[config.mk]
export PLATFORM = sky130hd
export DESIGN_NAME = piezo_tone_seq
export DESIGN_NICKNAME = d
export VERILOG_FILES = /design/src/rtl/piezo_tone_seq.sv
export SDC_FILE = /design/constraint.sdc
export NUM_CORES = 1
export LEC_CHECK = 0
export CAP_MARGIN = 20
export CORE_MARGIN = 3
export CORE_UTILIZATION = 45
export DETAILED_ROUTE_END_ITERATION = 6
export PLACE_DENSITY = 0.65
export SLEW_MARGIN = 20
export SYNTH_ARGS = -nofsm -noshare
export SYNTH_HDL_FRONTEND = slang
export SYNTH_SLANG_ARGS = --single-unit
[constraint.sdc]
create_clock -name clk -period 8 [get_ports clk]
set_clock_uncertainty 0.05 [all_clocks]
set_input_delay 0.8 -clock clk [delete_from_list [all_inputs] [get_ports clk]]
set_output_delay 0.8 -clock clk [all_outputs]
set_load 0.01 [all_outputs]
[src/rtl/piezo_tone_seq.sv]
`default_nettype none
// ============================================================================
//  Module   : piezo_tone_seq
//  Purpose  : Single-note piezo tone sequencer. An accepted start request
//             latches a digit code, a duration and a continuous-mode flag.
//             The design then drives a square wave whose half-period comes
//             from TONE_TABLE. The note ends after 'dur' ticks, or on stop
//             when in continuous mode, or on stop at any time.
//  Revision : 1.0 - initial release
// ----------------------------------------------------------------------------
//  Ports
//    clk    in   rising-edge clock
//    rst    in   synchronous active-high reset
//    start  in   note request strobe (accepted only in IDLE)
//    stop   in   abort strobe
//    cont   in   continuous mode, sampled with start
//    digit  in   tone select, sampled with start
//    dur    in   note length in ticks, sampled with start
//    tick   in   one-cycle duration timebase strobe
//    busy   out  note in progress (PLAY state)
//    done   out  one-cycle completion pulse
//    piezo  out  square-wave drive
//    note   out  last latched digit
// ============================================================================
module piezo_tone_seq #(
    parameter int NUM_TONES = 10,
    parameter int SEL_W     = 4,
    parameter int DIV_W     = 16,
    parameter int DUR_W     = 16,
    parameter logic [NUM_TONES*DIV_W-1:0] TONE_TABLE = {
        16'd758, 16'd851, 16'd956, 16'd1012, 16'd1136,
        16'd1276, 16'd1432, 16'd1517, 16'd1703, 16'd1911
    }
) (
    input  logic             clk,
    input  logic             rst,
    input  logic             start,
    input  logic             stop,
    input  logic             cont,
    input  logic [SEL_W-1:0] digit,
    input  logic [DUR_W-1:0] dur,
    input  logic             tick,
    output logic             busy,
    output logic             done,
    output logic             piezo,
    output logic [SEL_W-1:0] note
);

    localparam logic [1:0] S_IDLE = 2'd0;
    localparam logic [1:0] S_PLAY = 2'd1;
    localparam logic [1:0] S_DONE = 2'd2;

    // Lookup covers every representable code; codes beyond NUM_TONES read 0,
    // which makes them silent without a separate range check.
    localparam int c_tbl_n = 2 ** SEL_W;

    logic [1:0]       r_state;
    logic [1:0]       w_next;
    logic [SEL_W-1:0] r_note;
    logic [DUR_W-1:0] r_dur;
    logic             r_cont;
    logic [DIV_W-1:0] r_hp_cnt;
    logic [DUR_W-1:0] r_tick_cnt;
    logic             r_piezo;

    logic [DIV_W-1:0] w_tbl [c_tbl_n];
    logic [DIV_W-1:0] w_entry;
    logic [DIV_W-1:0] w_half_last;
    logic             w_silent;
    logic [DUR_W-1:0] w_tick_next;
    logic             w_final;
    logic             w_accept;

    generate
        for (genvar gi = 0; gi < c_tbl_n; gi++) begin : g_tbl
            if (gi < NUM_TONES) begin : g_used
                assign w_tbl[gi] = TONE_TABLE[gi*DIV_W +: DIV_W];
            end else begin : g_unused
                assign w_tbl[gi] = '0;
            end
        end
    endgenerate

    assign w_entry     = w_tbl[r_note];
    assign w_silent    = (w_entry == '0);
    assign w_half_last = w_entry - DIV_W'(1);
    assign w_tick_next = r_tick_cnt + DUR_W'(1);
    assign w_accept    = (r_state == S_IDLE) && start && !stop;

    // Note completes either immediately (dur of zero) or on the tick that
    // brings the count up to dur. Continuous mode never completes on its own.
    assign w_final = !r_cont && ((r_dur == '0) || (tick && (w_tick_next == r_dur)));

    // State register
    always_ff @(posedge clk) begin
        if (rst) begin
            r_state <= S_IDLE;
        end else begin
            r_state <= w_next;
        end
    end

    // Next-state logic; stop has priority over completion
    always_comb begin
        w_next = r_state;
        case (r_state)
            S_IDLE: begin
                if (start && !stop) begin
                    w_next = S_PLAY;
                end
            end
            S_PLAY: begin
                if (stop) begin
                    w_next = S_IDLE;
                end else if (w_final) begin
                    w_next = S_DONE;
                end
            end
            S_DONE:  w_next = S_IDLE;
            default: w_next = S_IDLE;
        endcase
    end

    // Request latch
    always_ff @(posedge clk) begin
        if (rst) begin
            r_note <= '0;
            r_dur  <= '0;
            r_cont <= 1'b0;
        end else if (w_accept) begin
            r_note <= digit;
            r_dur  <= dur;
            r_cont <= cont;
        end
    end

    // Counters and square wave. They only advance while remaining in PLAY;
    // any other transition clears them, so piezo is 0 outside PLAY and
    // every note starts from a clean phase.
    always_ff @(posedge clk) begin
        if (rst) begin
            r_hp_cnt   <= '0;
            r_tick_cnt <= '0;
            r_piezo    <= 1'b0;
        end else if ((r_state == S_PLAY) && (w_next == S_PLAY)) begin
            if (!w_silent) begin
                if (r_hp_cnt == w_half_last) begin
                    r_hp_cnt <= '0;
                    r_piezo  <= ~r_piezo;
                end else begin
                    r_hp_cnt <= r_hp_cnt + DIV_W'(1);
                end
            end
            if (tick && !r_cont) begin
                r_tick_cnt <= w_tick_next;
            end
        end else begin
            r_hp_cnt   <= '0;
            r_tick_cnt <= '0;
            r_piezo    <= 1'b0;
        end
    end

    // Output logic
    always_comb begin
        busy  = (r_state == S_PLAY);
        done  = (r_state == S_DONE);
        piezo = r_piezo;
        note  = r_note;
    end

endmodule
`default_nettype wire

==> impl_metrics.py <==
metrics = {
    "drt": {
        "drt_first_pass_iters": 4,
        "vias_per_cell": 5.52,
        "ant_nets": 0,
        "wl_per_cell_um": 14.1,
        "first_iter_violations": 147,
        "drc": 0,
        "vias": 3145,
        "finalWirelength_mm": 8.01,
    },
    "setup_path": {
        "crit_family": "compound AO/OA/AOI/OAI gates",
        "crit_slowest_cell": "dfxtp_1",
        "required_ns": 8.11,
        "path_depth": 10,
        "cpMostUsedCell": "nand3_1",
        "r2r_cells": 10,
        "setup.worst_path.class": "flop to flop",
        "path_cells": "inv_1 -> ha_1 -> nor2b_1 -> a32oi_1 -> a2111oi_2 -> nand3_1 -> xnor2_1 -> nand3_1 -> o21ai_1 -> nor2_1",
        "arrival_ns": 3.83,
        "regToRegStartpoint": "note[2]$_SDFFE_PP0P_",
        "r2r_slack_ns": 4.28,
        "cp_num_buf_inv": 1,
        "cp_slowest_stage_delay_ns": 0.72,
        "crit_path_end_kind": "flop",
        "crit_path_start_kind": "flop",
        "cp_max_fo": 20,
        "reg2reg_to": "r_hp_cnt[13]$_SDFFE_PP0P_",
    },
    "clock_network": {
        "cts_tree": "yes",
        "cts.clk_slew.worst_paths_ns": 0.10,
        "cts_sinks": 56,
        "cts_made_buffers": 5,
        "ctsHtreeMaxLevel": 2,
        "ctsResizeCount": 0,
        "root_buffer": "clkbuf_8",
        "post_cts_buffers": 0,
        "clk_latency_ns": 0.30,
        "cts_buffer_depth": 2,
        "cts-hold-fix-buffers": 0,
    },
    "logic_synthesis": {
        "synth_area_leaders": "dfxtp_1 32%, xnor2_1 8.2%, nand2_1 7.1%, xor2_1 6.4%, nor2_1 5.0%",
        "yosysSeqAreaShare_pct": 31.6,
        "yosysMostFrequentCell": "nand2_1",
        "syn_area_per_cell_um2": 7.82,
        "synth_compound_area_share_pct": 14.9,
        "synth-simple-area-share_pct": 29.2,
        "ys_ff_latch": 56,
        "synth.top_cell.area_share_pct": 31.6,
        "syn_area_mm2": 0.00354,
        "synth_top_cells_by_count": "67 x nand2_1, 56 x dfxtp_1, 47 x nor2_1, 33 x xnor2_1, 31 x a21oi_1",
        "yosys_warnings": 0,
        "synth_fa_ha_area_share_pct": 3.53,
        "ys_types": 59,
        "synth_top_flop_cell": "dfxtp_1",
        "synth_mux_area_share_pct": 0.600,
        "yosys.area.top_type": "dfxtp_1",
        "async_flop_share_pct": 0,
        "synth_top_family_by_area": "simple AND/OR/NAND/NOR gates",
        "synth_nets": 489,
        "synth_xor_area_share_pct": 15.9,
        "synth_edf_count": 0,
        "syn_inst": 453,
    },
    "sta": {
        "finalCriticalPeriod_ns": 3.72,
        "rsz0062_at_grt": "no",
        "fmax_mhz": 269,
        "slew_viol_final": 0,
        "fin_setup_tns_ns": 0,
        "finalHoldViolations": 0,
        "setup_ws_ns": 4.28,
        "fin_hold_ws_ns": 0.426,
        "relSlewSlack_pct": 39.8,
        "period_share_pct": 46.5,
        "worst_pin_slew_ns": 0.900,
        "setup_viol": 0,
    },
    "cells_and_area": {
        "num_antenna_cells": 0,
        "design_area_mm2": 0.00400,
        "drive_above_1_share_pct": 4.88,
        "nFillCells": 734,
        "instances_no_fill": 570,
        "utilization_pct": 53.7,
        "layout.nets": 508,
        "area_delta_synth_final_pct": 13.0,
    },
    "floorplan": {
        "die_h_um": 94.7,
        "rows": 31,
        "initial_core_util_pct": 47.6,
        "fp.dieW_um": 94.7,
        "io_pins": 33,
        "dieArea_mm2": 0.00897,
        "coreArea_mm2": 0.00745,
    },
    "placed_design": {
        "dpl-instance-area_mm2": 0.00390,
        "gp_congestion": 0.865,
        "dp_cells": 564,
        "dp_hpwl_mm": 6.03,
        "dp_slack_ns": 4.32,
        "io_buffers": 32,
    },
    "global_route": {
        "grt_pass1_vias": 2904,
        "busiest_layer": "met1",
        "use_met3_pct": 3.19,
        "grt_overflow": 0,
        "grt_use_total_pct": 18.8,
        "gr-usage-met1_pct": 28.1,
        "grt_max_degree": 23,
        "grt_use_met2_pct": 27.9,
        "antenna_found_initial": 0,
        "grt_pass1_wl_mm": 13.7,
    },
    "min_path": {
        "worstHoldStart": "r_cont$_SDFFE_PP0P_",
        "hold_path_end": "r_cont$_SDFFE_PP0P_",
        "min_delay_path_depth": 2,
        "worstHoldPathType": "flop to flop",
    },
    "power_and_ir_drop": {
        "powerDensity_mw_per_mm2": 137,
        "ir_drop_v": 0.0000724,
        "power_mw": 0.550,
        "leakagePower_nw": 1.34,
    },
    "run": {
        "max_cap_violations": 0,
    },
    "run_status": {
        "status": "finished, final reports clean",
    },
}
## where the power goes
part | switching (mW) | internal (mW)
sequential | 0.00847 | 0.284
combinational | 0.0409 | 0.0396
clock | 0.0867 | 0.0900
## area by class of cell
cell class / count / area, µm² / share of cell area (%)
Timing Repair Buffer: 33 / 328 / 8.19
Multi-Input combinational cell: 362 / 2280 / 56.9
Tap cell: 99 / 124 / 3.09
Clock inverter: 1 / 30.0 / 0.750
Sequential cell: 56 / 1120 / 28.0
Inverter: 14 / 52.6 / 1.31
Clock buffer: 5 / 68.8 / 1.72
## cells in the final DEF (no fill, tap or decap), drive strengths merged, types with 5 or more instances in the layout
| cell | count |
|---|---|
| nor4 | 9 |
| dfxtp | 56 |
| ha | 10 |
| xor2 | 26 |
| nand2 | 67 |
| clkbuf | 5 |
| o21ai | 12 |
| nand3 | 20 |
| a21oi | 31 |
| nand4 | 12 |
| nor2 | 47 |
| or2 | 5 |
| clkdlybuf4s50 | 32 |
| inv | 14 |
| nor2b | 9 |
| xnor2 | 33 |
| nor3 | 19 |
## how the worst max path moves through the flow
stage / start / endpoint / slack [ns]
3_3_place_gp: tick / piezo$_SDFFE_PP0P_ / 4.44
2_1_floorplan: note[3]$_SDFFE_PP0P_ / piezo$_SDFFE_PP0P_ / 5.06
3_5_place_dp: note[2]$_SDFFE_PP0P_ / r_hp_cnt[13]$_SDFFE_PP0P_ / 4.32
5_1_grt: note[2]$_SDFFE_PP0P_ / r_hp_cnt[4]$_SDFFE_PP0P_ / 3.88
6_report: note[2]$_SDFFE_PP0P_ / r_hp_cnt[13]$_SDFFE_PP0P_ / 4.28
4_1_cts: note[2]$_SDFFE_PP0P_ / r_hp_cnt[13]$_SDFFE_PP0P_ / 4.29
## kinds of logic (layout without fill, tap and decap cells)
family | count (synthesis) | count (layout)
AOI/OAI and AO/OA | 78 | 78
muxes | 2 | 2
adders and majority gates | 10 | 10
DFF | 56 | 56
buffers and inverters | 35 | 53
xor gates and xnor gates | 61 | 61
and+or+nand+nor | 211 | 211
## worst register-to-register path, cell delays in order (launching register included)
cell and delay [ns]:
dfxtp_1 0.72, inv_1 0.15, ha_1 0.25, nor2b_1 0.38
a32oi_1 0.23, a2111oi_2 0.50, nand3_1 0.16, xnor2_1 0.19
nand3_1 0.14, o21ai_1 0.70, nor2_1 0.12
## registers in the layout, summed over array words and instances, names as in the netlist
register	count
r_dur	16
r_hp_cnt	16
r_tick_cnt	16
note	4
r_state	2
piezo	1
r_cont	1
## metal layers
layer,share of wire [%],routed length [µm]
met4,1.0,80
met1,53,4250
met2,42,3340
met5,0,0
met3,4.3,345
Power figures use the tool's default switching activity.
